**src/rtl/elevator_pkg.sv**
```systemverilog
// Shared encodings for the four-floor car controller: floors, travel
// direction and the controller state enum.
package elevator_pkg;

   localparam logic [1:0] FLOOR1 = 2'b00;
   localparam logic [1:0] FLOOR2 = 2'b01;
   localparam logic [1:0] FLOOR3 = 2'b10;
   localparam logic [1:0] FLOOR4 = 2'b11;

   localparam logic DIR_UP   = 1'b1;
   localparam logic DIR_DOWN = 1'b0;

   typedef enum logic [1:0] {
      IDLE,
      MOVE,
      CHECK,
      DOOR
   } state_t;

endpackage

```
**src/rtl/tick_timer.sv**
```systemverilog
// Loadable down-counter: load arms it with TICKS, done pulses on the last
// of those TICKS cycles, then it rests at zero until loaded again.
module tick_timer #(
   parameter int TICKS = 50
) (
   input  logic clk,
   input  logic rst,
   input  logic load,
   output logic done
);

   localparam int W = $clog2(TICKS + 1);

   logic [W-1:0] cnt;

   always_ff @(posedge clk or posedge rst) begin
      if (rst) begin
         cnt <= '0;
      end else if (load) begin
         cnt <= W'(TICKS);
      end else if (cnt != '0) begin
         cnt <= cnt - W'(1);
      end
   end

   assign done = (cnt == W'(1));

endmodule

```
**src/rtl/elevator_ctrl.sv**
```systemverilog
// Car-motion controller for a four-floor elevator: picks a direction from
// the latched requests, times floor-to-floor travel and door dwell.
module elevator_ctrl
   import elevator_pkg::*;
#(
   parameter int MOVE_TICKS = 50,
   parameter int DOOR_TICKS = 100
) (
   input  logic       clk,
   input  logic       rst,
   input  logic       E1U,
   input  logic       E2U,
   input  logic       E2D,
   input  logic       E3U,
   input  logic       E3D,
   input  logic       E4D,
   input  logic       E1,
   input  logic       E2,
   input  logic       E3,
   input  logic       E4,
   output logic [1:0] position,
   output logic       head,
   output logic       empty,
   output logic       door,
   output logic       moving
);

   state_t     state, state_n;
   logic [1:0] pos_n;
   logic       head_n;

   logic [3:0] car_req, up_req, dn_req, any_req;
   logic [3:0] above_mask, below_mask;
   logic       req_above, req_below, ahead, behind, here, stop;
   logic       move_load, move_done, door_load, door_done;

   // Floor 1 has no down button and floor 4 no up button.
   assign car_req = {E4, E3, E2, E1};
   assign up_req  = {1'b0, E3U, E2U, E1U};
   assign dn_req  = {E4D, E3D, E2D, 1'b0};
   assign any_req = car_req | up_req | dn_req;

   // Masks select floors strictly above / below; at an end floor the
   // corresponding mask is empty, so ahead can never point past it.
   assign above_mask = 4'b1110 << position;
   assign below_mask = ~(4'b1111 << position);
   assign req_above  = |(any_req & above_mask);
   assign req_below  = |(any_req & below_mask);

   assign ahead  = head ? req_above : req_below;
   assign behind = head ? req_below : req_above;
   assign here   = any_req[position];
   assign stop   = car_req[position]
                 | (head ? up_req[position] : dn_req[position])
                 | ((head ? dn_req[position] : up_req[position]) & ~ahead);

   tick_timer #(.TICKS(MOVE_TICKS)) u_move_timer (
      .clk  (clk),
      .rst  (rst),
      .load (move_load),
      .done (move_done)
   );

   tick_timer #(.TICKS(DOOR_TICKS)) u_door_timer (
      .clk  (clk),
      .rst  (rst),
      .load (door_load),
      .done (door_done)
   );

   always_comb begin
      state_n   = state;
      pos_n     = position;
      head_n    = head;
      move_load = 1'b0;
      door_load = 1'b0;
      case (state)
         IDLE: begin
            if (here) begin
               state_n   = DOOR;
               door_load = 1'b1;
            end else if (ahead) begin
               state_n   = MOVE;
               move_load = 1'b1;
            end else if (behind) begin
               head_n    = ~head;
               state_n   = MOVE;
               move_load = 1'b1;
            end
         end
         MOVE: begin
            if (move_done) begin
               pos_n   = (head == DIR_UP) ? position + 2'd1 : position - 2'd1;
               state_n = CHECK;
            end
         end
         CHECK: begin
            if (stop) begin
               state_n   = DOOR;
               door_load = 1'b1;
            end else if (ahead) begin
               state_n   = MOVE;
               move_load = 1'b1;
            end else begin
               state_n = IDLE;
            end
         end
         DOOR: begin
            if (door_done) begin
               state_n = IDLE;
            end
         end
         default: state_n = IDLE;
      endcase
   end

   // empty is registered to break the loop through the button block.
   always_ff @(posedge clk or posedge rst) begin
      if (rst) begin
         state    <= IDLE;
         position <= FLOOR1;
         head     <= DIR_UP;
         empty    <= 1'b1;
         door     <= 1'b0;
         moving   <= 1'b0;
      end else begin
         state    <= state_n;
         position <= pos_n;
         head     <= head_n;
         empty    <= ~ahead;
         door     <= (state_n == DOOR);
         moving   <= (state_n == MOVE);
      end
   end

endmodule
```
**config.mk**
```make
export PLATFORM = sky130hd
export DESIGN_NAME = elevator_ctrl
export DESIGN_NICKNAME = d
export VERILOG_FILES = /design/src/rtl/elevator_pkg.sv /design/src/rtl/tick_timer.sv /design/src/rtl/elevator_ctrl.sv
export SDC_FILE = /design/constraint.sdc
export NUM_CORES = 1
export LEC_CHECK = 0
export CAP_MARGIN = 5
export CORE_UTILIZATION = 59
export DETAILED_ROUTE_END_ITERATION = 7
export PLACE_DENSITY = 0.85
export SYNTH_ARGS = -nofsm -noshare
export SYNTH_HDL_FRONTEND = slang
export SYNTH_SLANG_ARGS = --single-unit
```
**constraint.sdc**
```tcl
create_clock -name clk -period 6.2 [get_ports clk]
set_clock_uncertainty 0.05 [all_clocks]
set_input_delay 1.24 -clock clk [delete_from_list [all_inputs] [get_ports clk]]
set_output_delay 1.24 -clock clk [all_outputs]
set_load 0.03 [all_outputs]
```
==> impl_metrics.tcl <==
set metrics [dict create \
    clock_path_buffers 2 \
    min_period_ns 3.24 \
    powerDensity_mw_per_mm2 366 \
    diodes 0 \
    worstPathArrival_ns 3.43 \
    period_share 0.522 \
    track_usage 0.256 \
    pwr-share-clk 0.108 \
    cp_num_buf_inv 1 \
    finalSetupTns_ns 0 \
    combinationalPowerShare 0.457 \
    netlist_area_mm2 0.00141 \
    final.fill_count 162 \
    die_area_mm2 0.00260 \
    synth_cell_types 51 \
    p_seq_frac 0.435 \
    via_per_inst 6.29 \
    slew_violations 0 \
    rsz0062_at_grt "false" \
    core_mm2 0.00223 \
    p_leak_nw 0.688 \
    cts.sinks 21 \
    place_area_mm2 0.00160 \
    cp_top_family "compound AO/OA/AOI/OAI gates" \
    regArea_um2 528 \
    setup_viol 0 \
    layout_commonest_cell "nor2_1" \
    synthTopCellsByArea "dfrtp_1 34%, nor2_1 5.8%, dfstp_2 3.7%" \
    avgSynthCellArea_um2 9.12 \
    cts_tree "done" \
    yosys.area.top_type_share 0.336 \
    postSynthCellCount 155 \
    ys_seq_elements 21 \
    crit_type "input port to register" \
    syn_to_final_growth_pct 15.0 \
    p_sw_frac 0.426 \
    die_h_um 51.0 \
    status "completed" \
    grt_pass1_vias 1182 \
    finalWirelength_um 2990 \
    worst_pin_slew_ns 0.765 \
    finalHoldViolCount 0 \
    wl_per_cell_um 14.9 \
    rows 17 \
    crit_fanout 7 \
    start_util 0.633 \
    multi_input_area_um2 825 \
    dieWidth_um 51.0 \
    grt_max_degree 22 \
    crit_path_end "u_door_timer.cnt[5]" \
    drtIter0Drc 47 \
    worst_setup_path_end_kind "register" \
    cpPeakStageDelay_ns 0.50 \
    grt_overflow_total 0 \
    mappedNetlistNets 171 \
    grt_pass1_wl_um 5010 \
    clk_latency_ns 0.30 \
    layout_common_cells "22 x nor2_1, 19 x dfrtp_1, 17 x clkdlybuf4s50_1, 10 x inv_1, 10 x a21oi_1" \
    antenna_found_initial 0 \
    vdd_ir_drop_max_uv 253 \
    fmax_mhz 309 \
    ioPinCount 18 \
    antenna_left 0 \
    power.switching_mw 0.253 \
    design_area_mm2 0.00163 \
    dp_hpwl_um 2310 \
    drv_cap 0 \
    root_buffer "clkbuf_4" \
    worstRegToRegCells 6 \
    worstPathRequired_ns 6.39 \
    critPathLaunchType "input port" \
    h-tree-depth 1 \
    cts_buffers 3 \
    firstDrtPassIters 4 \
    cp-startpoint "E3U" \
    drive_gt1_frac 0.116 \
    ys.warnings.count 0 \
    postCtsSetupBuffers 0 \
    drc 0 \
    hold_buffers 0 \
    yosysTopAreaCell "dfrtp_1" \
    r2r_end "u_move_timer.cnt[2]" \
    synth_seq_area_share 0.373 \
    vias 1258 \
    cts_resized 0 \
    cts.clk_slew.worst_paths_ns 0.11 \
    hold_class "register to register" \
    path_depth 7 \
    cp_slowest_cell "clkdlybuf4s50_1" \
    r2r_slack_ns 3.79 \
    gp_congestion 0.902 \
    reg2reg_from "position[0]" \
    path_cells "clkdlybuf4s50_1 > or3_4 > a32o_1 > o311ai_2 > nor2_1 > a211oi_2 > nand2b_1" \
    relSlewSlack 0.489 \
    final_nets 189 \
    io_buffers 17 \
    p_int_mw 0.341 \
]
## tightest hold or removal path, stage by stage (launching register included)
cell and delay, ns:
dfrtp_1 0.39, a32oi_1 0.07, nand2_1 0.06
## how the worst min path moves through the flow
stage / from / end / slack (ns) / cells after the start
2_1_floorplan: u_move_timer.cnt[4] / u_move_timer.cnt[4] / 0.43 / 2
5_1_grt: u_move_timer.cnt[5] / u_move_timer.cnt[5] / 0.54 / 1
3_3_place_gp: u_door_timer.cnt[1] / u_door_timer.cnt[1] / 0.46 / 2
4_1_cts: u_move_timer.cnt[4] / u_move_timer.cnt[4] / 0.49 / 2
6_report: u_move_timer.cnt[4] / u_move_timer.cnt[4] / 0.51 / 2
3_5_place_dp: u_move_timer.cnt[4] / u_move_timer.cnt[4] / 0.47 / 2
## registers in the layout, summed over array words and instances (netlist names)
register          flops
door                  1
state                 2
position              2
moving                1
u_move_timer.cnt      6
empty                 1
u_door_timer.cnt      7
head                  1
## area by class of cell
type	instances	area share
flip-flops and latches	21	0.325
multi-input cells	119	0.507
well taps	28	0.0216
repair buffers	17	0.105
clock buffers	4	0.0162
inverters	11	0.0254
## power groups by stage
stage | clock network [mW] | registers (mW) | logic [mW]
floorplan | 0 | 0.256 | 0.195
global placement | 0 | 0.254 | 0.252
detailed placement | 0 | 0.259 | 0.269
CTS | 0.0651 | 0.257 | 0.272
global route | 0.0701 | 0.266 | 0.308
finish | 0.0640 | 0.259 | 0.272
## per-stage QoR
stage	utilization	std cells	hold WS (ns)	power [mW]	worst slack, ns
finish	0.728	200	0.505	0.594	2.96
global route	0.728	200	0.540	0.643	2.83
CTS	0.728	200	0.493	0.593	2.98
detailed placement	0.716	196	0.466	0.528	2.66
global placement	0.716	196	0.461	0.506	2.72
floorplan	-	155	0.429	0.450	3.28
## synthesized netlist by cell type (all sizes together)
cell type,n
inv,11
or2,2
a21oi,10
or3b,1
a32o,1
a221oi,1
o311ai,1
nor4b,1
nand3b,1
a32oi,1
o21ai,3
nand2,9
a221o,1
o22ai,1
nand2b,4
or3,3
nor3,10
o21a,1
o221a,2
a211oi,1
xnor2,4
o31ai,3
nor2,22
ha,4
mux4,2
o2111ai,1
nand3,3
nand4,3
and3,1
dfstp,2
nor4,4
buf,2
nor2b,3
and4b,1
a211o,4
clkbuf,2
or4,1
dfrtp,19
mux2,1
a2bb2oi,1
a21boi,1
a22oi,1
xor2,5
## cell families (layout without fill, tap and decap cells)
| family | Yosys count | count (layout) | share of synthesized area |
|---|---|---|---|
| and+or+nand+nor | 69 | 69 | 0.267 |
| DFF | 21 | 21 | 0.373 |
| muxes | 3 | 3 | 0.0425 |
| adders and majority gates | 4 | 4 | 0.0354 |
| buffers and inverters | 15 | 32 | 0.0434 |
| xor gates and xnor gates | 9 | 9 | 0.0557 |
| AOI/OAI and AO/OA | 34 | 34 | 0.182 |
## layer usage
metal,track usage,vias up,share of wire
met4,0.102,0,0.016
met5,0,-,0
met2,0.450,49,0.51
met3,0.0298,8,0.042
li1,-,600,-
met1,0.317,601,0.43
Note: power is estimated with default switching activity, not from simulation.
